==> config.mk <==
export PLATFORM = sky130hd
export DESIGN_NAME = fft_frame_sequencer
export DESIGN_NICKNAME = d
export VERILOG_FILES = /design/src/rtl/fft_frame_sequencer.sv
export SDC_FILE = /design/constraint.sdc
export NUM_CORES = 1
export LEC_CHECK = 0
export ABC_CLOCK_PERIOD_IN_PS = 15900
export CAP_MARGIN = 40
export CORE_ASPECT_RATIO = 0.6
export CORE_MARGIN = 4
export CORE_UTILIZATION = 50
export DETAILED_ROUTE_END_ITERATION = 6
export PLACE_DENSITY = 0.83
export REMOVE_ABC_BUFFERS = 1
export SETUP_SLACK_MARGIN = 0.02
export SLEW_MARGIN = 15
export SYNTH_ARGS = -nofsm -noshare
export SYNTH_HDL_FRONTEND = slang
export SYNTH_SLANG_ARGS = --single-unit
export TNS_END_PERCENT = 30
==> constraint.sdc <==
create_clock -name clk -period 15.9 [get_ports clk]
set_input_delay 1.59 -clock clk [delete_from_list [all_inputs] [get_ports clk]]
set_output_delay 1.59 -clock clk [all_outputs]
set_load 0.05 [all_outputs]
==> src/rtl/fft_frame_sequencer.sv <==
// Frame sequencer around a combinational FFT: fills a frame, waits for settle, drains bins.
// Optional macro FFT_SEQ_FRAME_COUNT_EN adds a 16-bit completed-frame counter.
module fft_frame_sequencer #(
   parameter int BUFFER_SIZE   = 8,
   parameter int SAMPLE_SIZE   = 16,
   parameter int SETTLE_CYCLES = 2
) (
   input  logic                               clk,
   input  logic                               rst,
   input  logic [SAMPLE_SIZE-1:0]             in_sample,
   input  logic                               in_valid,
   output logic                               in_ready,
   output logic [BUFFER_SIZE*SAMPLE_SIZE-1:0] fft_in_real,
   input  logic [BUFFER_SIZE*SAMPLE_SIZE-1:0] fft_out_real,
   input  logic [BUFFER_SIZE*SAMPLE_SIZE-1:0] fft_out_imag,
   output logic [SAMPLE_SIZE-1:0]             out_real,
   output logic [SAMPLE_SIZE-1:0]             out_imag,
   output logic [$clog2(BUFFER_SIZE)-1:0]     out_index,
   output logic                               out_valid,
   input  logic                               out_ready,
   output logic                               out_last,
`ifdef FFT_SEQ_FRAME_COUNT_EN
   output logic [15:0]                        frame_count,
`endif
   output logic                               busy
);

   localparam int IW = $clog2(BUFFER_SIZE);
   localparam int FW = BUFFER_SIZE * SAMPLE_SIZE;
   localparam int CW = $clog2(SETTLE_CYCLES) + 1;

   localparam logic [1:0] FILL   = 2'd0;
   localparam logic [1:0] SETTLE = 2'd1;
   localparam logic [1:0] DRAIN  = 2'd2;

   localparam logic [IW-1:0] LAST_IDX   = IW'(BUFFER_SIZE - 1);
   localparam logic [CW-1:0] LAST_SETTLE = CW'(SETTLE_CYCLES - 1);

   logic [1:0]    state_q, state_d;
   logic [IW-1:0] wr_idx_q, wr_idx_d;
   logic [IW-1:0] rd_idx_q, rd_idx_d;
   logic [CW-1:0] cnt_q, cnt_d;
   logic [FW-1:0] frame_q, frame_d;
   logic [FW-1:0] res_re_q, res_re_d;
   logic [FW-1:0] res_im_q, res_im_d;
`ifdef FFT_SEQ_FRAME_COUNT_EN
   logic [15:0]   fcnt_q, fcnt_d;
`endif

   always_comb begin
      state_d  = state_q;
      wr_idx_d = wr_idx_q;
      rd_idx_d = rd_idx_q;
      cnt_d    = cnt_q;
      frame_d  = frame_q;
      res_re_d = res_re_q;
      res_im_d = res_im_q;
`ifdef FFT_SEQ_FRAME_COUNT_EN
      fcnt_d   = fcnt_q;
`endif
      unique case (state_q)
         FILL: begin
            if (in_valid) begin
               frame_d[wr_idx_q*SAMPLE_SIZE +: SAMPLE_SIZE] = in_sample;
               wr_idx_d = wr_idx_q + IW'(1);
               if (wr_idx_q == LAST_IDX) begin
                  state_d = SETTLE;
                  cnt_d   = '0;
               end
            end
         end
         SETTLE: begin
            // Capture on the last settle edge so the datapath has fully resolved
            if (cnt_q == LAST_SETTLE) begin
               res_re_d = fft_out_real;
               res_im_d = fft_out_imag;
               rd_idx_d = '0;
               cnt_d    = '0;
               state_d  = DRAIN;
            end else begin
               cnt_d = cnt_q + CW'(1);
            end
         end
         DRAIN: begin
            if (out_ready) begin
               rd_idx_d = rd_idx_q + IW'(1);
               if (rd_idx_q == LAST_IDX) begin
                  state_d = FILL;
`ifdef FFT_SEQ_FRAME_COUNT_EN
                  fcnt_d  = fcnt_q + 16'd1;
`endif
               end
            end
         end
         default: state_d = FILL;
      endcase
   end

   always_ff @(posedge clk or posedge rst) begin
      if (rst) begin
         state_q  <= FILL;
         wr_idx_q <= '0;
         rd_idx_q <= '0;
         cnt_q    <= '0;
         frame_q  <= '0;
         res_re_q <= '0;
         res_im_q <= '0;
`ifdef FFT_SEQ_FRAME_COUNT_EN
         fcnt_q   <= '0;
`endif
      end else begin
         state_q  <= state_d;
         wr_idx_q <= wr_idx_d;
         rd_idx_q <= rd_idx_d;
         cnt_q    <= cnt_d;
         frame_q  <= frame_d;
         res_re_q <= res_re_d;
         res_im_q <= res_im_d;
`ifdef FFT_SEQ_FRAME_COUNT_EN
         fcnt_q   <= fcnt_d;
`endif
      end
   end

   logic drain_s;
   assign drain_s     = (state_q == DRAIN);
   assign in_ready    = (state_q == FILL);
   assign busy        = (state_q != FILL);
   assign out_valid   = drain_s;
   assign out_last    = drain_s && (rd_idx_q == LAST_IDX);
   assign out_index   = rd_idx_q;
   assign fft_in_real = frame_q;
   assign out_real    = drain_s ? res_re_q[rd_idx_q*SAMPLE_SIZE +: SAMPLE_SIZE] : '0;
   assign out_imag    = drain_s ? res_im_q[rd_idx_q*SAMPLE_SIZE +: SAMPLE_SIZE] : '0;
`ifdef FFT_SEQ_FRAME_COUNT_EN
   assign frame_count = fcnt_q;
`endif

endmodule

Word level (Yosys, flattened, before mapping). Index checks and enable logic that the tools add are counted.

Add/subtract/negate cells: 4. Eq/ne operators: 10. Shift operators: 4. Mux-type cells: 16. Reduce and logical (&&, ||, !) cells: 10.

Operators with widths (number): variable part select 128 x 8 -> 16 bit (2); bitwise mux 128 bit (1); variable shift 16 x 34 -> 128 bit (first input constant) (1); variable part select 16 x 34 -> 128 bit (1); negator 7 -> 34 bit (1); two-way mux 16 bit (2); two-way mux 2 bit (8); adder 3 x 1 -> 3 bit (second input constant) (2); equality test 3 bit (second input constant) (2); two-way mux 3 bit (2); inequality test 2 bit (second input constant) (3); case mux 2 bit (3 select lines) (1); case mux 3 bit (2 select lines) (1); AND reduction 3 bit (2); nonzero test 2 bit (3); AND reduction 5 bit (1); equality test 2 x 1 -> 1 bit (second input constant) (2); inequality test 2 x 1 -> 1 bit (second input constant) (2); case mux 2 bit (2 select lines) (1); AND reduction 2 bit (2); adder 2 x 1 -> 2 bit (second input constant) (1); equality test 2 bit (second input constant) (1); logical NOT 2 bit (1); logical AND 1 bit (1).

Register bits: 394. Bits of input ports: 276. Output and inout bits: 167. Word-level logic and storage cells: 51.

Longest topological paths before layout. Gate-level depths: netlist (run 1).

Depth after elaboration: 4. Depth in mapped cells: 9. Depth with buffers taken out: 6.

Worst setup path before layout (run 1). OpenSTA, ideal clock, no wires.

Kind: register -> output. Start: register rd_idx_q[0] (netlist: out_index[0]). End: output port out_imag[0]. Data arrival time: 2.127 ns. Required time: 14.310 ns. Path slack: 12.183 ns. Stages on the path, launching flop included: 5. Buffers on the path: 2. Cells stage by stage: dfrtp_1 buf_4 buf_2 mux4_2 a22o_1.

Cells in the longest elaborated chain, start to end: 2.

RTL lines: start, declared (line 41) `logic [IW-1:0] rd_idx_q, rd_idx_d;`; start signal, assigned (line 114) `rd_idx_q <= rd_idx_d;`; variable part select 128 x 8 -> 16 bit (line 134) `assign out_imag = drain_s ? res_im_q[rd_idx_q*SAMPLE_SIZE +: SAMPLE_SIZE] : '0;`; two-way mux 16 bit (line 134); end, declared (line 17) `output logic [SAMPLE_SIZE-1:0] out_imag,`.

No other way between the ends.

Worst setup path after layout (run 1).
Start: register rd_idx_q[0] (netlist: out_index[0]). End: output port out_imag[14].

The elaborated chain is that of the path after synthesis.

==> metrics.md, run 1 <==
| Metric | Value |
|---|---|
| CP cell instances | buf_4, mux4_2, a22o_1, clkdlybuf4s50_1 |
| Clock power frac | 18.9% |
| Worst reg-to-reg setup slack | 12.61 ns |
| Tot GR Track Use | 24.6% |
| Fraction of layout cells with a size suffix above 1 | 33.1% |
| CTS Root Cell | clkbuf_16 |
| Yosys top cell by area | dfrtp_1 |
| Post-CTS Hold Buffers | 0 |
| Clock Latency Late Sink | 0.53 ns |
| Worst Setup End Kind | output port |
| Min-Delay Endpoint | fft_in_real[82]$_DFFE_PP0P_ |
| CTS tree | yes |
| Worst r2r path cells | 5 |
| Library cells used by synthesis | 40 |
| Die height | 157 um |
| Setup CP Type | flip-flop to output port |
| CP peak stage delay | 0.92 ns |
| F_max | 0.189 GHz |
| Nets | 1801 |
| Switching pwr | 0.00184 W |
| Met3 Usage GRT | 5.98% |
| Rows | 54 |
| Max_slew headroom | 19.9% |
| Final worst slack | 10.62 ns |
| Hold path cells | 1 |
| Detailed Routing Iterations Pass 1 | 5 |
| Cts bufs inserted | 38 |
| Clock sink count | 394 |
| Final max-slew violation count | 0 |
| Input/output buffers | 442 |
| Yosys warnings | 0 |
| Syn_area_per_cell | 16.9 um^2 |
| Routed wire per std cell | 24.8 um |
| CP max FO | 37 |
| Startpoint Class | flip-flop |
| I/O Pins | 443 |
| Net Sw Frac | 36.2% |
| Post-route DRC violation count | 0 |
| Setup Buffers After CTS | 0 |
| Total congestion overflow | 0 |
| Yosys reg bits | 394 |
| Hold Path Origin | fft_in_real[82]$_DFFE_PP0P_ |
| Post-DP Area | 23100 um^2 |
| Post-CTS sizing | 0 |
| Seq pwr share | 35.3% |
| First-pass GRT wire length | 76400 um |
| Commonest non-fill, non-tap cell in the layout | clkdlybuf4s50_1 |
| Vias per cell | 5.56 |
| Most Crowded Layer GR | met2 |
| Combinational share of power | 45.8% |
| EDFF count, synth | 0 |
| Measured slew at the worst slew-check pin | 1.20 ns |
| Finish-stage setup viols | 0 |
| Top_reg_cell synth | dfrtp_1 |
| Reg2reg start | state_q[1]$_DFFE_PP0P_ |
| Met2 usage | 39.5% |
| Vias in the first global route | 12386 |
| Max H-tree Level | 2 |
| DR iter-0 viols | 768 |
| RSZ-0062 raised after global routing | false |
| Outcome | completed |
| Starting Density | 50.7% |
| HP Class | flip-flop to flip-flop |
| Minimum clock period | 5.28 ns |
| GR Layer Usage met1 | 33.0% |
| Worst path required time | 14.31 ns |
| Routed WL | 50100 um |
| Clock transition at path regs | 0.07 ns |
| Slowest CP cell | dfrtp_4 |
| Syn Inst Count | 1087 |
| Pwr dens | 208 nW/um^2 |
| VDD IR max | 99.6 uV |
| Commonest non-fill, non-tap cells in the layout | 442 x clkdlybuf4s50_1, 392 x dfrtp_1, 240 x mux2_4, 112 x mux2_2, 64 x mux4_2 |
| Final instance area | 24400 um^2 |
| Post-DP HPWL | 35400 um |
| Final TNS setup | 0 ns |
| CP arrival | 3.69 ns |
| Pre-CTS setup slack | 11.08 ns |
| Final period util | 33.2% |
| Final Skew | 0.0252 ns |
| Hold Vio Cnt, Final | 0 |
| R2r endpoint | res_re_q[19]$_DFFE_PP0P_ |
| RD Place Congestion | 0.858 |
| Area of the core | 36300 um^2 |
| Synth-to-Final Area Change | 32.7% |
| CP top delay family | buffers and inverters |
| Seq/Total Area, Yosys | 53.5% |
| Worst path bufs/invs | 2 |
| Max Cap Violations | 0 |
| Total vias in the final route | 11255 |
| Mapped Area | 18400 um^2 |
| Antenna violations before repair | 12 |
| Synth top area cells | dfrtp_1 54%, mux2_4 20%, mux4_2 7.8%, mux2_2 6.8%, buf_8 1.8% |
| LEAKAGE | 10.6 nW |
| Die width | 256 um |
| Int Power | 0.00324 W |
| Total die area | 40100 um^2 |
| FFs w/ async S/R, synth | 100% |
| Post-DRT Antenna Nets | 0 |
| Share of the synthesized area in the top cell type | 53.5% |
| Post-Route Utilization | 67.2% |
| Pin count of the biggest net entering global routing | 189 |
| Bufs on Longest Clock Path | 3 |
## stage by stage
stage | power [W] | hold WS [ns] | std cells
finish | 0.00508 | 0.492 | 2023
global route | 0.00531 | 0.512 | 2023
CTS | 0.00511 | 0.496 | 2016
detailed placement | 0.00412 | 0.480 | 1951
global placement | 0.00401 | 0.470 | 1939
floorplan | 0.00346 | 0.473 | 1016
## cells in the mapped netlist, types with 4 or more instances
| cell | count |
|---|---|
| ha_1 | 9 |
| nor2b_1 | 5 |
| inv_1 | 22 |
| mux2_2 | 112 |
| clkbuf_1 | 9 |
| mux2_4 | 240 |
| mux2_1 | 16 |
| a22o_1 | 32 |
| and4bb_1 | 4 |
| dfrtp_1 | 394 |
| a21oi_1 | 4 |
| and3_1 | 5 |
| mux2i_1 | 16 |
| o21ai_0 | 5 |
| buf_8 | 22 |
| buf_2 | 21 |
| nand3_4 | 4 |
| buf_6 | 13 |
| nand2_1 | 20 |
| mux4_2 | 64 |
| and2_1 | 45 |
## layer usage
layer / wire (um) / up-vias
met1: 21000 / 5891
met5: 72 / -
met4: 1940 / 8
li1: - / 4812
met3: 3100 / 128
met2: 24000 / 416
## power by group through the flow
stage | clock, W | combinational, W | sequential [W]
2_1_floorplan | 0 | 0.00136 | 0.00210
3_3_place_gp | 0 | 0.00222 | 0.00179
5_1_grt | 0.00103 | 0.00244 | 0.00185
4_1_cts | 0.000981 | 0.00234 | 0.00179
3_5_place_dp | 0 | 0.00233 | 0.00179
6_report | 0.000962 | 0.00233 | 0.00179
## state kept, by name, summed over array words and instances (netlist names)
name,flops
res_re_q,128
out_index,3
state_q,2
wr_idx_q,3
fft_in_real,128
res_im_q,128
cnt_q,2
## worst max-delay path by stage
stage / endpoint / depth (start not counted) / start
2_1_floorplan: cnt_q[0]$_DFFE_PP0P_ / 1 / rst
5_1_grt: out_imag[11] / 4 / out_index[0]$_DFFE_PP0P_
3_3_place_gp: out_real[8] / 4 / out_index[0]$_DFFE_PP0P_
6_report: out_imag[14] / 4 / out_index[0]$_DFFE_PP0P_
4_1_cts: out_imag[14] / 4 / out_index[0]$_DFFE_PP0P_
3_5_place_dp: out_real[7] / 4 / out_index[0]$_DFFE_PP0P_
## final cells by class
cell class	count	area, um^2
Antenna cell	6	15.0
Clock buffer	51	1110
Clock inverter	14	204
Fill cell	2487	11900
Inverter	22	90.1
Multi-Input combinational cell	600	7830
Sequential cell	394	9870
Tap cell	476	596
Timing Repair Buffer	460	4730
## logic make-up after synthesis
logic type,synth area share (%)
AO/OA/AOI/OAI,2.07
flip-flops,53.5
AND/OR/NAND/NOR,3.60
adder cells (fa/ha/maj),0.611
multiplexers,36.1
buffers and inverters,4.06
XOR/XNOR,0.0476
(Power assumes the default switching activity.)
==> inputs of run 2 (changes only) <==
- ABC_CLOCK_PERIOD_IN_PS: 15900 -> 4400
- CORE_UTILIZATION: 50 -> 45
- PLACE_DENSITY: 0.83 -> 0.79
- clock period: 15.9 -> 4.4 ns (I/O delays scaled with it)
==> metrics.md, run 2 (synthesis gave the netlist of run 1 again) <==
| Metric | Value |
|---|---|
| Tot GR Track Use | 22.2% |
| Starting Density | 45.5% |
| RD Place Congestion | 0.852 |
| Synth-to-Final Area Change | 33.8% |
| Post-Route Utilization | 60.9% |
| DR iter-0 viols | 713 |
| Worst r2r path cells | 5 |
| LEAKAGE | 10.7 nW |
| Routed wire per std cell | 23.9 um |
| Hold Vio Cnt, Final | 0 |
| Finish-stage setup viols | 0 |
| Clock transition at path regs | 0.07 ns |
| Post-DP Area | 23300 um^2 |
| Die height | 165 um |
| Routed WL | 50100 um |
| Post-CTS Hold Buffers | 0 |
| Max_slew headroom | 40.5% |
| CP cell instances | nor2b_1, nor2b_4, buf_4, a22o_1, clkdlybuf4s50_1 |
| Final Skew | 0.0212 ns |
| Nets | 1814 |
| CP peak stage delay | 0.83 ns |
| Post-DP HPWL | 36600 um |
| Total congestion overflow | 0 |
| Outcome | completed |
| Vias in the first global route | 12171 |
| Max Cap Violations | 0 |
| Final period util | 90.7% |
| Fraction of layout cells with a size suffix above 1 | 33.6% |
| Worst reg-to-reg setup slack | 1.31 ns |
| Worst Setup End Kind | output port |
| Cts bufs inserted | 39 |
| Register area | 9870 um^2 |
| # fillers | 2966 |
| Measured slew at the worst slew-check pin | 0.892 ns |
| Area taken by multi-input logic gates | 7820 um^2 |
| Reg2reg start | wr_idx_q[0]$_DFFE_PP0P_ |
| F_max | 0.251 GHz |
| VDD IR max | 416 uV |
| Post-DRT Antenna Nets | 0 |
| Setup Buffers After CTS | 0 |
| Fin Hold WS | 0.342 ns |
| Final TNS setup | 0 ns |
| Worst path required time | 3.96 ns |
| I/O Pins | 443 |
| CTS tree | yes |
| First-pass GRT wire length | 75800 um |
| Rows | 57 |
| Total vias in the final route | 11052 |
| Commonest non-fill, non-tap cell in the layout | clkdlybuf4s50_1 |
| Slowest CP cell | clkdlybuf4s50_1 |
| RSZ-0062 raised after global routing | false |
| Worst path bufs/invs | 2 |
| Area of the core | 40400 um^2 |
| CP arrival | 3.55 ns |
| Setup CP Type | flip-flop to output port |
| R2r endpoint | fft_in_real[120]$_DFFE_PP0P_ |
| Antenna violations before repair | 5 |
| CP max FO | 20 |
| Vias per cell | 5.28 |
| CTS Root Cell | clkbuf_16 |
| Startpoint Class | flip-flop |
| Clock sink count | 394 |
| Minimum clock period | 3.99 ns |
| Total die area | 44300 um^2 |
| HP Class | input port to asynchronous set/reset pin |
| CP top delay family | buffers and inverters |
| Detailed Routing Iterations Pass 1 | 4 |
| Post-CTS sizing | 0 |
| Overall power | 0.0184 W |
| Final max-slew violation count | 0 |
| Final instance area | 24600 um^2 |
| Clock Latency Late Sink | 0.54 ns |
| Pin count of the biggest net entering global routing | 63 |
| Bufs on Longest Clock Path | 3 |
| Commonest non-fill, non-tap cells in the layout | 442 x clkdlybuf4s50_1, 392 x dfrtp_1, 240 x mux2_4, 112 x mux2_2, 64 x mux4_2 |
| Post-route DRC violation count | 0 |
| Die width | 269 um |
| Input/output buffers | 442 |
| Max H-tree Level | 2 |
| Pwr dens | 747 nW/um^2 |
run 2: cell count changes in the layout (fill, tap and decap cells not counted), sizes merged:
cell / previous run / this run
clkinv: 7 / 8
clkbuf: 51 / 56
buf: 18 / 30
diode: 6 / 4
inv: 22 / 23
run 2: how the worst max path moves through the flow:
stage | cells past startpoint | to | from
floorplan | 1 | cnt_q[0]$_DFFE_PP0P_ | rst
CTS | 5 | out_real[12] | state_q[1]$_DFFE_PP0P_
finish | 5 | out_real[12] | state_q[1]$_DFFE_PP0P_
detailed placement | 5 | out_real[12] | state_q[1]$_DFFE_PP0P_
global placement | 5 | out_real[12] | state_q[1]$_DFFE_PP0P_
global route | 5 | out_real[12] | state_q[1]$_DFFE_PP0P_
run 2: stage by stage:
step	instances	worst slack [ns]
final	2095	0.409
after global routing	2095	0.236
after floorplan	1016	-6.99
after global placement	2012	1.08
after CTS	2091	0.378
after detailed placement	2019	0.969
run 2: layer usage:
| layer | routed length, um | global-route usage (%) | part of all wire (%) | vias to the layer above |
|---|---|---|---|---|
| met5 | 0 | 0 | 0 | - |
| li1 | - | - | - | 4842 |
| met4 | 1490 | 6.98 | 3.0 | 0 |
| met2 | 24200 | 35.9 | 48 | 303 |
| met1 | 22100 | 31.2 | 44 | 5819 |
| met3 | 2260 | 3.53 | 4.5 | 88 |
run 2: power by group:
part           switching (W)  internal [W]
sequential           0.00114       0.00527
combinational        0.00408       0.00438
clock                0.00143       0.00209
run 2: area by class of cell:
cell class / instances / area share [%]
Tap cell: 531 / 2.70
Timing Repair Buffer: 472 / 19.6
Inverter: 22 / 0.366
Antenna cell: 4 / 0.0406
Clock inverter: 16 / 0.914
Clock buffer: 56 / 4.59
Multi-Input combinational cell: 600 / 31.8
Sequential cell: 394 / 40.0
